$ cat src/rtl/uart_pkg.sv
// Shared UART definitions used by the transmit framer and the receiver.
package uart_pkg;

  // Legal number of data bits per frame.
  localparam int UART_DATA_WIDTH_MIN = 5;
  localparam int UART_DATA_WIDTH_MAX = 9;

  // Serial line level when no frame is in flight.
  localparam logic UART_IDLE = 1'b1;

  typedef enum logic [2:0] {
    UART_TX_IDLE   = 3'd0,
    UART_TX_FETCH  = 3'd1,
    UART_TX_START  = 3'd2,
    UART_TX_DATA   = 3'd3,
    UART_TX_PARITY = 3'd4,
    UART_TX_STOP   = 3'd5
  } uart_tx_state_t;

endpackage

$ cat src/rtl/uart_bit_timer.sv
// Bit-period timer: counts clk cycles from 0 up to div, pulsing tick on the
// terminal count so one bit period is div+1 cycles. Shared with the receiver.
module uart_bit_timer #(
  parameter int div_width = 16
) (
  input  logic                 clk,
  input  logic                 reset_n,
  input  logic                 restart,
  input  logic [div_width-1:0] div,
  output logic                 tick
);

  logic [div_width-1:0] cnt_q;

  assign tick = (cnt_q == div);

  // Up-counter, cleared by restart and wrapped on the terminal count.
  always_ff @(posedge clk or negedge reset_n) begin
    if (!reset_n) begin
      cnt_q <= '0;
    end else if (restart || tick) begin
      cnt_q <= '0;
    end else begin
      cnt_q <= cnt_q + 1'b1;
    end
  end

endmodule

$ cat src/rtl/uart_tx_framer.sv
// UART transmit framer: pops words from the transmit FIFO and serialises them
// as start / data (LSB first) / optional parity / one or two stop bits.
//
// state  | meaning
// IDLE   | line high, pop the FIFO when enabled and not empty
// FETCH  | capture FIFO word and frame configuration, drive start bit
// START  | start bit (low) on the line
// DATA   | data bits, LSB first
// PARITY | parity bit
// STOP   | stop bit(s), line high
module uart_tx_framer
  import uart_pkg::*;
#(
  parameter int data_width = 8,
  parameter int div_width  = 16
) (
  input  logic                  clk,
  input  logic                  reset_n,
  input  logic                  enable,
  input  logic [div_width-1:0]  baud_div,
  input  logic                  parity_en,
  input  logic                  parity_odd,
  input  logic                  stop2,
  input  logic                  fifo_empty,
  output logic                  fifo_rd,
  input  logic [data_width-1:0] fifo_data,
  output logic                  tx,
  output logic                  busy
);

  localparam int CNT_W = 4;
  localparam logic [CNT_W-1:0] LAST_BIT = CNT_W'(data_width - 1);
  localparam logic [CNT_W-1:0] CNT_ONE  = CNT_W'(1);

  if (data_width < UART_DATA_WIDTH_MIN || data_width > UART_DATA_WIDTH_MAX) begin : g_bad_width
    $error("uart_tx_framer: data_width out of range");
  end

  uart_tx_state_t        state_q;
  logic                  tx_q;
  logic [data_width-1:0] shift_q;
  logic [CNT_W-1:0]      bit_cnt_q;
  logic                  parity_q;
  logic [div_width-1:0]  div_q;
  logic                  par_en_q;
  logic                  stop2_q;
  logic                  tick;
  logic                  timer_restart;
  logic                  pop;

  // Qualified by reset_n so the pop strobe drops the instant reset asserts,
  // even though IDLE is also the reset state.
  assign pop = reset_n && (state_q == UART_TX_IDLE) && enable && !fifo_empty;

  assign fifo_rd = pop;
  assign tx      = tx_q;
  assign busy    = (state_q != UART_TX_IDLE);

  // Hold the timer at zero until the frame starts so START gets a full period.
  assign timer_restart = (state_q == UART_TX_IDLE) || (state_q == UART_TX_FETCH);

  uart_bit_timer #(
    .div_width(div_width)
  ) u_bit_timer (
    .clk     (clk),
    .reset_n (reset_n),
    .restart (timer_restart),
    .div     (div_q),
    .tick    (tick)
  );

  // Frame sequencer: state, line driver, shift register, bit and stop counters.
  always_ff @(posedge clk or negedge reset_n) begin
    if (!reset_n) begin
      state_q   <= UART_TX_IDLE;
      tx_q      <= UART_IDLE;
      shift_q   <= '0;
      bit_cnt_q <= '0;
      parity_q  <= 1'b0;
      div_q     <= '0;
      par_en_q  <= 1'b0;
      stop2_q   <= 1'b0;
    end else begin
      case (state_q)
        UART_TX_IDLE: begin
          tx_q      <= UART_IDLE;
          bit_cnt_q <= '0;
          if (pop) state_q <= UART_TX_FETCH;
        end
        UART_TX_FETCH: begin
          shift_q  <= fifo_data;
          div_q    <= baud_div;
          par_en_q <= parity_en;
          stop2_q  <= stop2;
          parity_q <= (^fifo_data) ^ parity_odd;
          tx_q     <= 1'b0;
          state_q  <= UART_TX_START;
        end
        UART_TX_START: begin
          if (tick) begin
            tx_q      <= shift_q[0];
            shift_q   <= shift_q >> 1;
            bit_cnt_q <= '0;
            state_q   <= UART_TX_DATA;
          end
        end
        UART_TX_DATA: begin
          if (tick) begin
            if (bit_cnt_q == LAST_BIT) begin
              bit_cnt_q <= '0;
              if (par_en_q) begin
                tx_q    <= parity_q;
                state_q <= UART_TX_PARITY;
              end else begin
                tx_q    <= UART_IDLE;
                state_q <= UART_TX_STOP;
              end
            end else begin
              tx_q      <= shift_q[0];
              shift_q   <= shift_q >> 1;
              bit_cnt_q <= bit_cnt_q + 1'b1;
            end
          end
        end
        UART_TX_PARITY: begin
          if (tick) begin
            tx_q      <= UART_IDLE;
            bit_cnt_q <= '0;
            state_q   <= UART_TX_STOP;
          end
        end
        UART_TX_STOP: begin
          if (tick) begin
            if (!stop2_q || bit_cnt_q == CNT_ONE) begin
              bit_cnt_q <= '0;
              state_q   <= UART_TX_IDLE;
            end else begin
              bit_cnt_q <= bit_cnt_q + 1'b1;
            end
          end
        end
        default: begin
          tx_q    <= UART_IDLE;
          state_q <= UART_TX_IDLE;
        end
      endcase
    end
  end

endmodule
$ cat config.mk
export PLATFORM = sky130hd
export DESIGN_NAME = uart_tx_framer
export DESIGN_NICKNAME = d
export VERILOG_FILES = /design/src/rtl/uart_pkg.sv /design/src/rtl/uart_bit_timer.sv /design/src/rtl/uart_tx_framer.sv
export SDC_FILE = /design/constraint.sdc
export NUM_CORES = 1
export LEC_CHECK = 0
export ABC_CLOCK_PERIOD_IN_PS = 3250
export BUFFER_PORTS_ARGS = -buffer_cell sky130_fd_sc_hd__buf_2
export CAP_MARGIN = 10
export CORE_ASPECT_RATIO = 0.6
export CORE_UTILIZATION = 40
export CTS_BUF_LIST = sky130_fd_sc_hd__clkbuf_8
export DETAILED_ROUTE_END_ITERATION = 10
export PLACE_DENSITY = 0.66
export SKIP_LAST_GASP = 1
export SYNTH_ARGS = -nofsm -noshare
export SYNTH_HDL_FRONTEND = slang
export SYNTH_SLANG_ARGS = --single-unit
$ cat constraint.sdc
create_clock -name clk -period 3.25 [get_ports clk]
set_input_delay 0.325 -clock clk [delete_from_list [all_inputs] [get_ports clk]]
set_output_delay 0.325 -clock clk [all_outputs]
set_load 0.01 [all_outputs]
After elaboration in Yosys (flattened, before gate mapping). Cells that the tools add are included.

$add $sub $neg: 2. Eq/ne operators: 17. Muxes and demuxes: 26. Bitwise gates (word level): 2. Reductions and logical operators: 18.

Operators with widths (count): $mux W8 (3); $pmux W8 S3 (1); $mux W3 (7); $mux W4 (5); $pmux W3 S6 (1); $add A16 B1 Y16 const B (1); $eq A16 B16 Y1 (1); $mux W16 (1); $pmux W4 S4 (1); $reduce_and A4 Y1 (3); $ne A2 B1 Y1 const B (5); $ne A2 B2 Y1 const B (4); $reduce_xor A8 Y1 (1); $reduce_and A7 Y1 (1); $eq A3 B2 Y1 const B (2); $eq A3 B3 Y1 const B (2); $mux W1 (6); $reduce_bool A3 Y1 (2); $pmux W1 S5 (1); $add A4 B1 Y4 const B (1); $eq A4 B1 Y1 const B (1); $eq A4 B3 Y1 const B (1); $reduce_bool A4 Y1 (1); $eq A3 B1 Y1 const B (1); other kinds (7) (12).

Register bits after elaboration: 51. Input bits: 31. Output and inout bits: 3. Logic and storage cells: 74.

Longest topological paths before layout.
Word-level depth: 6. Depth in mapped cells: 7. Mapped depth without buffers: 7.

Hierarchy. A second synthesis with hierarchy kept.

Cells, all modules: 247. Area total of the unflattened synthesis: 2781.4 um2.

By module, submodules not included: uart_tx_framer (times used 1, cells each 147, area each 1799.2 um2, seq. area each 877.1 um2); uart_bit_timer (times used 1, cells each 100, area each 982.2 um2, seq. area each 400.4 um2).

Worst setup path before layout. Ideal clock, no wire load.

Kind: flip-flop to flip-flop. From: register u_bit_timer.cnt_q[3]. To: register shift_q[1]. Setup time: 125 ps. Data arrival time: 1755 ps. Required time: 3125 ps. Path slack: 1371 ps. Stages on the path, launching flop included: 7. Path buffers: 1. Clock period less this slack: 1879 ps. Cells stage by stage: dfrtp_1 -> buf_6 -> xor2_1 -> nor4_2 -> nand4_2 -> o21ai_4 -> mux2_2.

Word-level cells in the longest chain between the ends: 3.

RTL lines: start: declaration (line uart_bit_timer.sv:13) `logic [div_width-1:0] cnt_q;`; start signal: assignment (line uart_bit_timer.sv:24) `cnt_q <= cnt_q + 1'b1;`; $eq A16 B16 Y1 (*) (line uart_bit_timer.sv:15) `assign tick = (cnt_q == div);`; $ne A2 B1 Y1 (no line); $reduce_and A4 Y1 (no line) (*); end signal: assignment (line uart_tx_framer.sv:91) `shift_q <= fifo_data;`; end signal: assignment (line uart_tx_framer.sv:102) `shift_q <= shift_q >> 1;`; end signal: assignment (line uart_tx_framer.sv:120) `shift_q <= shift_q >> 1;`; end: declaration (line uart_tx_framer.sv:41) `logic [data_width-1:0] shift_q;`.

Mark *: on every way between the ends. The rest lies on a longest branch, timed or not. A chain may end at the register's enable or synchronous reset.

Final worst setup path.
From: register u_bit_timer.cnt_q[13]. To: register shift_q[5].

The elaborated chain is that of the path after synthesis.

==> flow_metrics.env <==
export IMPL_synth_warnings=0
export IMPL_worstPathMaxFanout=15
export IMPL_grtUsageTotal_pct=17.8
export IMPL_status="complete, no violations"
export IMPL_clock_sinks=51
export IMPL_drt_initial_drc_count=99
export IMPL_crit_path_start="u_bit_timer.cnt_q[13]$_DFF_PN0_"
export IMPL_ctsLongestPathBuffers=2
export IMPL_grt_first_pass_wirelength_mm=9.41
export IMPL_place_congestion=0.810
export IMPL_cts_hold_buffers=0
export IMPL_yosys_area_top_type="dfrtp_1"
export IMPL_postSynthAreaPerCell_sq_um=9.54
export IMPL_grt_pass1_vias=1920
export IMPL_overflow=0
export IMPL_cts_tree="done"
export IMPL_postCtsSetupBuffers=0
export IMPL_stdcell_area_sq_um=3000
export IMPL_critPathArrivalTime_ns=2.74
export IMPL_cts_resized_gates=0
export IMPL_min_path_type="input port to asynchronous set/reset pin"
export IMPL_place_hpwl_mm=4.00
export IMPL_drc=0
export IMPL_core_sq_um=6280
export IMPL_worst_r2r_path_depth=5
export IMPL_finalHoldWorstSlack_ns=0.144
export IMPL_min_period_ns=2.54
export IMPL_port_buffer_count=33
export IMPL_synthCells=281
export IMPL_slew_headroom_pct=49.8
export IMPL_antenna_cells=0
export IMPL_tightest_slew_ns=0.750
export IMPL_synth_seq_cells=51
export IMPL_grt_antenna_before_repair=0
export IMPL_grt_max_degree=52
export IMPL_cts_root_buf="clkbuf_8"
export IMPL_placed_cell_area_sq_um=2920
export IMPL_vias=2009
export IMPL_max_cap_violations=0
export IMPL_reg2reg_to="shift_q[5]$_DFFE_PN0P_"
export IMPL_wl_mm=5.53
export IMPL_r2r_start="u_bit_timer.cnt_q[13]$_DFF_PN0_"
export IMPL_setup_ws_ns=0.713
export IMPL_p_per_area_nw_per_um2=411
export IMPL_ys_top_cells_by_count="nand2_1 (68), dfrtp_1 (50), nor2_1 (29)"
export IMPL_cp_end_kind="flip-flop"
export IMPL_drtAntennaViolNets=0
export IMPL_fin_skew_ns=0.00862
export IMPL_async_reset_ff_share_pct=100
export IMPL_worstSetupStartpointType="flip-flop"
export IMPL_synthFlopType="dfrtp_1"
export IMPL_vdd_ir_drop_max_mv=0.207
export IMPL_ff2ff_setup_slack_ns=0.71
export IMPL_clk_latency_ns=0.31
export IMPL_max_freq_ghz=0.394
export IMPL_detail_route_vias_per_cell=5.04
export IMPL_seq_area_frac_synth_pct=47.6
export IMPL_worstPathRequired_ns=3.45
export IMPL_cts_max_level=2
export IMPL_worst_setup_path_type="flip-flop to flip-flop"
export IMPL_clk_pin_slew_ns=0.10
export IMPL_post_place_ws_ns=0.733
export IMPL_hold_viol=0
export IMPL_fp_row_count=22
export IMPL_drive_above_1_share_pct=20.3
export IMPL_synth_nets=315
export IMPL_wl_per_cell_um=13.8
export IMPL_syn_area_sq_um=2680
export IMPL_die_area_sq_um=7050
export IMPL_die_h_um=65.4
export IMPL_fp_dieW_um=108
export IMPL_ys_top_cells_by_area="dfrtp_1 (47%), nand2_1 (9.5%), xor2_1 (7.8%), mux2_2 (5.0%), xnor2_1 (4.6%)"
export IMPL_dr_pass1_iters=4
export IMPL_num_nets_final=348
export IMPL_num_io_pins=34
export IMPL_synth_cell_types=45
export IMPL_rsz0062_at_grt="false"
export IMPL_synth_edff_count=0
export IMPL_cts_made_buffers=5
export IMPL_initial_core_util_pct=42.7
export IMPL_tns_ns=0
export IMPL_final_max_slew_viol_count=0
export IMPL_leakage_nw=1.44
export IMPL_worstSetupEndpoint="shift_q[5]$_DFFE_PN0P_"
export IMPL_finalSetupViolations=0
export IMPL_post_synth_top_count_cell="nand2_1"
export IMPL_yosys_area_top_type_share_pct=46.7
export IMPL_synthToLayoutAreaGrowth_pct=11.9
export IMPL_finalCritPeriodShare_pct=78.1
==> critical path: stages, from the launching register on <==
cell and delay [ns]:
dfrtp_1 0.45, xor2_1 0.18, nor4_1 0.54, nand4_2 0.46, o21ai_4 0.42, mux2_2 0.38
==> cell type report <==
type	count	area [sq um]
fillers	612	3270
multi-input cells	212	1310
clock buffers	5	68.8
repair buffers	37	195
flip-flops and latches	51	1280
inverters	7	26.3
well taps	84	105
clock inverters	3	15.0
==> routing by layer <==
layer  GRT usage (%)  part of all wire (%)  vias up
li1                -                     -      995
met1            27.3                    53      959
met2            24.5                    40       51
met3            4.17                   6.3        4
met4            5.14                  0.87        0
met5               0                     0        -
==> report_power, final <==
group | switching, mW | leakage [nW] | internal [mW] | total (mW)
logic | 0.0684 | 0.764 | 0.0743 | 0.143
clock network | 0.215 | 0.0477 | 0.148 | 0.363
registers | 0.0499 | 0.633 | 0.678 | 0.728
==> flip-flops by register name, indices dropped and copies added (netlist names) <==
| register | flops |
|---|---|
| bit_cnt_q | 4 |
| div_q | 16 |
| par_en_q | 1 |
| parity_q | 1 |
| shift_q | 8 |
| state_q | 3 |
| stop2_q | 1 |
| tx | 1 |
| u_bit_timer.cnt_q | 16 |
==> worst min path at each step <==
stage                                     from                       end
after floorplan                        reset_n  bit_cnt_q[0]$_DFFE_PN0P_
after global placement    parity_q$_DFFE_PN0P_      parity_q$_DFFE_PN0P_
after detailed placement  div_q[3]$_DFFE_PN0P_      div_q[3]$_DFFE_PN0P_
after CTS                              reset_n  bit_cnt_q[3]$_DFFE_PN0P_
after global routing              baud_div[12]     div_q[12]$_DFFE_PN0P_
final                                  reset_n       stop2_q$_DFFE_PN0P_
==> through the flow <==
stage	power [mW]	utilization (%)	cells
6_report	1.23	47.8	399
5_1_grt	1.30	47.8	399
2_1_floorplan	0.838	-	281
4_1_cts	1.25	47.8	399
3_5_place_dp	0.886	46.5	391
3_3_place_gp	0.879	46.5	391
==> cells in the final DEF (no fill, tap or decap), types with 2 or more instances in the layout <==
master,count
nand2_1,68
dfrtp_1,50
buf_2,33
nor2_1,29
xor2_1,24
xnor2_1,14
mux2_2,12
inv_1,7
o21ai_0,7
nor3_1,6
nand3_1,5
clkbuf_8,5
nor4_1,4
nand2b_1,4
buf_4,4
nand4_1,3
ha_1,3
clkinv_2,3
and3_1,2
nand3b_1,2
nor2b_1,2
a21oi_1,2
o21a_1,2
a21o_1,2
mux2i_1,2
==> logic make-up (layout without fill, tap and decap cells) <==
logic type | Yosys count | in the layout | share of synthesized area, %
xor gates and xnor gates | 38 | 38 | 12.4
AOI/OAI and AO/OA | 28 | 28 | 8.17
DFF | 51 | 51 | 47.6
muxes | 14 | 14 | 5.79
adders and majority gates | 3 | 3 | 1.40
buffers and inverters | 18 | 52 | 3.36
and+or+nand+nor | 129 | 129 | 21.2
No activity file was read; power rests on OpenSTA's default activity.
